File: src/rtl/rob_cmpl_arbiter.sv
// rob_cmpl_arbiter: collects completion records from the ALU, MEM and branch
// units into one-entry holding registers. It round-robin arbitrates them onto
// the single ROB probe/finish port as a registered one-cycle strobe. Records
// whose ROB index is no longer occupied are discarded and counted.
module rob_cmpl_arbiter #(
    parameter int unsigned ROB_ADDRWIDTH = 6,
    parameter int unsigned CNT_WIDTH     = 8
) (
    input  logic                       CLK,
    input  logic                       RESET,
    input  logic                       FREEZE,
    input  logic                       flush_IN,
    input  logic [2:0]                 cmplValid_IN,
    output logic [2:0]                 cmplReady_OUT,
    input  logic [3*ROB_ADDRWIDTH-1:0] cmplIdx_IN,
    input  logic [2:0]                 cmplExp_IN,
    input  logic [2:0]                 cmplTaken_IN,
    input  logic [95:0]                cmplTarget_IN,
    input  logic [ROB_ADDRWIDTH-1:0]   fROB_curHead_IN,
    input  logic [ROB_ADDRWIDTH-1:0]   fROB_curTail_IN,
    input  logic                       fROB_empty_IN,
    output logic [ROB_ADDRWIDTH-1:0]   tROB_probeIdx_OUT,
    output logic                       tROB_probeSetFinBit_OUT,
    output logic                       tROB_probeSetExpBit_OUT,
    output logic                       tROB_probe_taken_branch,
    output logic [31:0]                tROB_probe_target_PC,
    output logic [CNT_WIDTH-1:0]       dropCount_OUT
);

    localparam int unsigned NREQ = 3;

    // Round-robin pointer: the requester searched first in the next cycle.
    typedef enum logic [1:0] {
        RR_ALU = 2'd0,
        RR_MEM = 2'd1,
        RR_BR  = 2'd2
    } rr_t;

    rr_t rr_ptr;

    // Holding registers, one per requester.
    logic [NREQ-1:0]          held;
    logic [ROB_ADDRWIDTH-1:0] rec_idx    [NREQ];
    logic                     rec_exp    [NREQ];
    logic                     rec_taken  [NREQ];
    logic [31:0]              rec_target [NREQ];

    // Unpacked views of the flattened input buses.
    logic [ROB_ADDRWIDTH-1:0] in_idx    [NREQ];
    logic [31:0]              in_target [NREQ];

    // Arbitration results.
    logic                     active;
    logic                     grant_found;
    rr_t                      grant_sel;
    rr_t                      cand;
    logic [NREQ-1:0]          grant;
    logic [NREQ-1:0]          accept;
    logic [ROB_ADDRWIDTH-1:0] sel_idx;
    logic                     sel_occupied;

    function automatic rr_t rr_step(input rr_t p);
        case (p)
            RR_ALU:  return RR_MEM;
            RR_MEM:  return RR_BR;
            default: return RR_ALU;
        endcase
    endfunction

    // H == T is ambiguous between full and empty, so the empty flag decides.
    function automatic logic is_occupied(
        input logic [ROB_ADDRWIDTH-1:0] idx,
        input logic [ROB_ADDRWIDTH-1:0] head,
        input logic [ROB_ADDRWIDTH-1:0] tail,
        input logic                     empty
    );
        if (head < tail) begin
            return (idx >= head) && (idx < tail);
        end else if (head > tail) begin
            return (idx >= head) || (idx < tail);
        end else begin
            return !empty;
        end
    endfunction

    // Slice the flattened per-requester buses into arrays.
    always_comb begin
        for (int unsigned i = 0; i < NREQ; i++) begin
            in_idx[i]    = cmplIdx_IN[i*ROB_ADDRWIDTH +: ROB_ADDRWIDTH];
            in_target[i] = cmplTarget_IN[i*32 +: 32];
        end
    end

    assign active = !RESET && !FREEZE && !flush_IN;

    // Find the first held entry, starting at rr_ptr and wrapping 2 -> 0.
    always_comb begin
        grant_found = 1'b0;
        grant_sel   = RR_ALU;
        cand        = rr_ptr;
        if (active) begin
            for (int unsigned k = 0; k < NREQ; k++) begin
                if (!grant_found && held[cand]) begin
                    grant_found = 1'b1;
                    grant_sel   = cand;
                end
                cand = rr_step(cand);
            end
        end
    end

    assign grant = grant_found ? (3'b001 << grant_sel) : '0;

    // A granted slot frees up in the same cycle, so it can take a new record.
    assign cmplReady_OUT = {NREQ{active}} & (~held | grant);
    assign accept        = cmplValid_IN & cmplReady_OUT;

    assign sel_idx      = rec_idx[grant_sel];
    assign sel_occupied = is_occupied(sel_idx, fROB_curHead_IN,
                                      fROB_curTail_IN, fROB_empty_IN);

    // Holding registers: capture on handshake, release on grant, clear on flush.
    always_ff @(posedge CLK) begin
        if (RESET) begin
            held <= '0;
            for (int unsigned i = 0; i < NREQ; i++) begin
                rec_idx[i]    <= '0;
                rec_exp[i]    <= 1'b0;
                rec_taken[i]  <= 1'b0;
                rec_target[i] <= '0;
            end
        end else if (flush_IN) begin
            held <= '0;
        end else if (!FREEZE) begin
            for (int unsigned i = 0; i < NREQ; i++) begin
                // A refill in the grant cycle takes precedence over the release.
                if (accept[i]) begin
                    held[i]       <= 1'b1;
                    rec_idx[i]    <= in_idx[i];
                    rec_exp[i]    <= cmplExp_IN[i];
                    rec_taken[i]  <= cmplTaken_IN[i];
                    rec_target[i] <= in_target[i];
                end else if (grant[i]) begin
                    held[i] <= 1'b0;
                end
            end
        end
    end

    // Round-robin pointer: advance past the winner, return to 0 on flush.
    always_ff @(posedge CLK) begin
        if (RESET || flush_IN) begin
            rr_ptr <= RR_ALU;
        end else if (grant_found) begin
            rr_ptr <= rr_step(grant_sel);
        end
    end

    // Probe outputs and drop counter: the strobe defaults low every cycle.
    // The grant is already suppressed under FREEZE/flush, so those cases
    // leave only that default.
    always_ff @(posedge CLK) begin
        if (RESET) begin
            tROB_probeIdx_OUT       <= '0;
            tROB_probeSetFinBit_OUT <= 1'b0;
            tROB_probeSetExpBit_OUT <= 1'b0;
            tROB_probe_taken_branch <= 1'b0;
            tROB_probe_target_PC    <= '0;
            dropCount_OUT           <= '0;
        end else begin
            tROB_probeSetFinBit_OUT <= 1'b0;
            if (grant_found) begin
                if (sel_occupied) begin
                    tROB_probeIdx_OUT       <= sel_idx;
                    tROB_probeSetFinBit_OUT <= 1'b1;
                    tROB_probeSetExpBit_OUT <= rec_exp[grant_sel];
                    tROB_probe_taken_branch <= rec_taken[grant_sel];
                    tROB_probe_target_PC    <= rec_target[grant_sel];
                end else if (dropCount_OUT != '1) begin
                    dropCount_OUT <= dropCount_OUT + 1'b1;
                end
            end
        end
    end

endmodule

File: config.mk
export PLATFORM = sky130hd
export DESIGN_NAME = rob_cmpl_arbiter
export DESIGN_NICKNAME = d
export VERILOG_FILES = /design/src/rtl/rob_cmpl_arbiter.sv
export SDC_FILE = /design/constraint.sdc
export NUM_CORES = 1
export LEC_CHECK = 0
export ABC_AREA = 1
export BUFFER_PORTS_ARGS = -buffer_cell sky130_fd_sc_hd__buf_2
export CAP_MARGIN = 10
export CORE_UTILIZATION = 30
export CTS_CLUSTER_SIZE = 16
export DETAILED_ROUTE_END_ITERATION = 8
export SYNTH_ARGS = -nofsm -noshare
export SYNTH_HDL_FRONTEND = slang
export SYNTH_SLANG_ARGS = --single-unit
File: constraint.sdc
create_clock -name CLK -period 5.3 [get_ports CLK]
set_clock_uncertainty 0.2 [all_clocks]
set_input_delay 1.325 -clock CLK [delete_from_list [all_inputs] [get_ports CLK]]
set_output_delay 1.325 -clock CLK [all_outputs]
set_load 0.03 [all_outputs]
### After elaboration in Yosys (flattened, before gate mapping)

Memories as Yosys holds them, arrays and structs flattened. A register that Yosys moved wholly into a read port is not among the register bits.
Index checks and enable logic that the tools add are counted.

| storage, ports and cells | value |
|---|---|
| output and inout bits | 52 |
| memories kept | 4 |
| bits in writable memories | 120 |
| register bits after elaboration | 20 |
| logic and storage cells | 129 |
| input bits | 140 |

Memories:

| memory | words | width | rd ports | clocked after Yosys merged registers in | wr ports | RTL line | text |
|---|---|---|---|---|---|---|---|
| rec_target | 3 | 32 | 1 | 1 | 3 | 46 | `logic [31:0] rec_target [NREQ];` |
| rec_idx | 3 | 6 | 1 | 0 | 3 | 43 | `logic [ROB_ADDRWIDTH-1:0] rec_idx [NREQ];` |
| rec_exp | 3 | 1 | 1 | 1 | 3 | 44 | `logic rec_exp [NREQ];` |
| rec_taken | 3 | 1 | 1 | 1 | 3 | 45 | `logic rec_taken [NREQ];` |

| cells by class | value |
|---|---|
| magnitude comparators | 7 |
| shifts and indexed selects | 1 |
| multiplexer cells | 60 |
| bitwise operators | 19 |
| reduce and logical (&&, ||, !) cells | 26 |
| equal/unequal tests | 4 |
| $add $sub $neg | 1 |

Operator list:

| operator | count |
|---|---|
| $mux 32 | 3 |
| $mux 1 | 41 |
| $mux 6 | 3 |
| $lt 6x6->1 | 2 |
| $mux 2 | 6 |
| $or 1x1->1 | 12 |
| $pmux 2 s2 | 3 |
| $lt 2x3->1 const B | 3 |
| $add 8x1->8 const B | 1 |
| $ne 8x8->1 const B | 1 |
| $reduce_and 2->1 | 4 |
| $and 3x3->3 | 2 |
| $bmux 1 s2 | 3 |
| $eq 2x1->1 const B | 3 |
| $ge 6x6->1 | 1 |
| $gt 6x6->1 | 1 |
| $logic_not 1->1 | 6 |
| $logic_not 2->1 | 3 |
| $reduce_bool 2->1 | 3 |
| $logic_and 1x1->1 | 5 |
| $reduce_or 2->1 | 2 |
| $mux 3 | 1 |
| $not 1->1 | 3 |
| $not 3->3 | 1 |
| 4 further kinds | 5 |

### Depth between registers and ports, before layout

| logic depth | value |
|---|---|
| depth after elaboration | 24 |
| gate-level depth with buffers | 25 |
| depth with buffers taken out | 23 |

### Least setup slack after synthesis

OpenSTA, ideal clock, no wires.

| timing | value |
|---|---|
| path type | in2reg |
| start | input RESET |
| end | register tROB_probeIdx_OUT[0] |
| buffers on the path | 4 |
| stages on the path | 19 |
| required time | 4.986 ns |
| arrival | 4.115 ns |
| library setup time | 0.114 ns |
| slack | 0.871 ns |
| path through | buf_2 -> nor2_4 -> inv_1 -> nor2_2 -> nand3_4 -> nand2_4 -> inv_4 -> clkbuf_1 -> a21oi_1 -> ha_1 -> nor2_1 -> o211ai_1 -> o2111ai_1 -> o21ai_1 -> nand2_4 -> buf_6 -> buf_6 -> a21oi_2 -> nor2_1 |

| between the ends | value |
|---|---|
| longest elaborated chain between the ends | 10 |
| elaborated cells on any way between the ends | 13 |
| those cells by class | order compare: 2; mux: 4; reduce/logical: 6; memory: 1 |

RTL lines:

| what | RTL line | text |
|---|---|---|
| start: declaration | 10 | `input logic RESET,` |
| $logic_not 1->1 | 94 | `assign active = !RESET && !FREEZE && !flush_IN;` |
| $logic_and 1x1->1 (2 in series) | 94 |  |
| $mux 2 | 101 | `if (active) begin` |
| $mem_v2 3x6 | n/a |  |
| $ge 6x6->1 or $lt 6x6->1 (tied branches) | 78, 80 |  |
| $logic_or 1x1->1 | 80 | `return (idx >= head) \|\| (idx < tail);` |
| $mux 1 | 79 | `end else if (head > tail) begin` |
| $mux 1 | 77 | `if (head < tail) begin` |
| $reduce_and 2->1 (no source line) | n/a |  |
| end signal: assignment | 174 | `tROB_probeIdx_OUT <= sel_idx;` |
| end: declaration | 22 | `output logic [ROB_ADDRWIDTH-1:0] tROB_probeIdx_OUT,` |

Several ways; a longest one is shown, not always the timed one.
A chain may end at the register's enable or synchronous reset.

### Worst setup path after layout

| timing | value |
|---|---|
| start | input RESET |
| end | output cmplReady_OUT[0] |

| between the ends | value |
|---|---|
| longest elaborated chain between the ends | 8 |
| elaborated cells on any way between the ends | 9 |
| those cells by class | shift: 1; mux: 3; bitwise: 2; reduce/logical: 3 |

RTL lines:

| what | RTL line | text |
|---|---|---|
| $logic_not 1->1 (*) | 94 |  |
| $logic_and 1x1->1 (*) (2 in series) | 94 |  |
| $mux 2 | 101 |  |
| $shl 1x2->3 | 112 | `assign grant = grant_found ? (3'b001 << grant_sel) : '0;` |
| $mux 3 | 112 |  |
| $or 3x3->3 | 115 | `assign cmplReady_OUT = {NREQ{active}} & (~held \| grant);` |
| $and 3x3->3 (*) | 115 |  |
| end: declaration | 14 | `output logic [2:0] cmplReady_OUT,` |

Every way passes the cells marked *; elsewhere a longest branch is shown, timed or not.

==> flow_metrics.tcl <==
set metrics [dict create \
    slowest_stage "inv_4" \
    min_period_ps 4770 \
    path_max_fanout 36 \
    cts_setup_buffers 0 \
    hold_slack_ps 277 \
    clockBufferDepth 2 \
    n_antenna_cell 0 \
    antenna_found_initial 1 \
    post-route-period-util 0.901 \
    grt_pass1_wl_um 34800 \
    ant_nets 0 \
    irDropWorstVdd_uv 204 \
    yosysMostFrequentCell "inv_1" \
    synth-async-reset-ratio 0 \
    ys.flop_type "edfxtp_1" \
    yosysSeqAreaShare 0.514 \
    design.core.area_mm2 0.0298 \
    clk_latency_ps 430 \
    max_slew_margin 0.400 \
    critical-path-top-delay-family "buffers and inverters" \
    ys_top_cells_by_area "edfxtp_1, nor2_4, dfxtp_1" \
    fp.dieH_um 176 \
    path_cells "buf_2 > nor2_4 > inv_1 > nor2_2 > buf_4 > nand2_4 > nand2_4 > inv_4 > nand2_2 > a21oi_4 > buf_2" \
    drive_gt1_frac 0.341 \
    synth_area_mm2 0.00911 \
    fmax_mhz 210 \
    syn_nets 1048 \
    grtUsageTotal 0.149 \
    cts_inserted_buffers 17 \
    synthDistinctLibCells 39 \
    pwr_density_cell_mw_per_mm2 297 \
    htree_num_levels 4 \
    clock_sinks 174 \
    final_util 0.368 \
    max_stage_delay_ps 380 \
    ys_warn_count 0 \
    cts_root_buffer "clkbuf_16" \
    final_cells 1470 \
    grt_pass1_vias 6396 \
    cellLeakagePower_nw 4.89 \
    dpl_worst_slack_ps 347 \
    cts_resized 0 \
    synth_top_area_cell "edfxtp_1" \
    ys_top_cells_by_count "inv_1, edfxtp_1, nor2_4" \
    finalPower_mw 3.25 \
    layout.cell_area.non_filler_mm2 0.0110 \
    syn_inst 890 \
    tritoncts "built" \
    rows 63 \
    required_ps 3770 \
    tns_ps 0 \
    post_drt_wl_per_cell_um 15.5 \
    drv_slew 0 \
    placed_area_mm2 0.0104 \
    syn2layout_area_growth_pct 20.4 \
    cts-hold-fix-buffers 0 \
    dr.first_iter.drc_count 312 \
    wl_um 22700 \
    io_buffers 191 \
    fp.dieW_um 176 \
    crit_buf_inv 5 \
    crit_arrival_ps 3250 \
    startpoint_type "input pin" \
    overflow 0 \
    hold_class "reg -> reg" \
    syn_avg_cell_area_um2 10.2 \
    first_pass_iters 5 \
    hold_viol 0 \
    drc 0 \
    dp_hpwl_um 16300 \
    clk_pin_slew_worst_paths_ps 60 \
    numPlacedInstances 1438 \
    pin_count 192 \
    synth_top_area_share 0.395 \
    die_area_mm2 0.0311 \
    cp-end-kind "primary output" \
    worstMarginPinSlew_ps 900 \
    status "completed" \
    layout.nets 1225 \
    synth-seq-cells 174 \
    gp_congestion 0.824 \
    rsz0062_at_grt "no" \
    grt_start_max_net_pins 80 \
    drv_cap 0 \
    setup_violations 0 \
    worst_slack_ps 527 \
    initial_utilization 0.306 \
    vias 6437 \
    synth-edff-count 120 \
    critPathKind "in -> out" \
    routed_via_density 4.38 \
]
[layout by cell type (no fill, tap or decap), types with 5 or more instances in the layout]
cell | synthesis | layout
a21oi_1 | 84 | 84
a21oi_2 | 10 | 10
a22o_1 | 19 | 19
a32o_1 | 15 | 15
buf_12 | 10 | 6
buf_2 | 11 | 191
buf_4 | 1 | 7
clkbuf_16 | 0 | 17
dfxtp_1 | 54 | 54
edfxtp_1 | 120 | 120
ha_1 | 18 | 18
inv_1 | 155 | 155
inv_6 | 0 | 5
nand2_1 | 80 | 77
nand2_2 | 2 | 5
nand3_1 | 52 | 52
nand4_1 | 12 | 12
nor2_1 | 78 | 78
nor2_4 | 101 | 101
o21ai_0 | 5 | 5
o22ai_1 | 5 | 5
[layout make-up]
| type | count | area, um^2 |
|---|---|---|
| Fill cell | 3015 | 18800 |
| Sequential cell | 174 | 4680 |
| Tap cell | 390 | 488 |
| Multi-Input combinational cell | 509 | 3450 |
| Timing Repair Buffer | 204 | 1130 |
| Clock buffer | 17 | 425 |
| Inverter | 161 | 616 |
| Clock inverter | 15 | 183 |
[final timing paths]
kind | start | endpoint | slack, ps | depth (start not counted)
max | RESET | cmplReady_OUT[0] | 530 | 11
max reg2reg | rr_ptr[0] | tROB_probeIdx_OUT[2] | 880 | 22
min reg2reg | tROB_probe_target_PC[0] | tROB_probe_target_PC[0] | 280 | 2
min | tROB_probe_target_PC[0] | tROB_probe_target_PC[0] | 280 | 2
[worst min-delay path, cell delays in order (launching register included)]
cell	delay, ps
dfxtp_1	320
a21oi_1	40
nor2_1	80
[flip-flops by register name, summed over array words and instances (netlist names)]
| name | count |
|---|---|
| dropCount_OUT | 8 |
| held | 3 |
| rec_exp | 3 |
| rec_idx | 18 |
| rec_taken | 3 |
| rec_target | 96 |
| rr_ptr | 2 |
| tROB_probeIdx_OUT | 6 |
| tROB_probeSetExpBit_OUT | 1 |
| tROB_probeSetFinBit_OUT | 1 |
| tROB_probe_taken_branch | 1 |
| tROB_probe_target_PC | 32 |
[report_power, final]
part	internal, mW	leakage [nW]	switching [mW]
Combinational	0.135	2.93	0.271
Clock	0.751	0.296	0.548
Sequential	1.53	1.67	0.0216
Total	2.41	4.89	0.841
[layer usage]
layer	up-vias	GRT usage	share of wire
li1	3270	-	-
met1	2956	0.196	0.47
met2	186	0.244	0.47
met3	25	0.0273	0.045
met4	0	0.0496	0.018
met5	-	0	0
[kinds of logic (layout without fill, tap and decap cells)]
| kind of cell | Yosys count | in the layout | share of synthesized area |
|---|---|---|---|
| AND/OR/NAND/NOR | 340 | 340 | 0.244 |
| buffers and inverters | 207 | 397 | 0.108 |
| flip-flops | 174 | 174 | 0.514 |
| AO/OA/AOI/OAI | 145 | 145 | 0.104 |
| adder cells (fa/ha/maj) | 18 | 18 | 0.0247 |
| XOR/XNOR | 6 | 6 | 0.00577 |
Power figures use the tool's default switching activity.
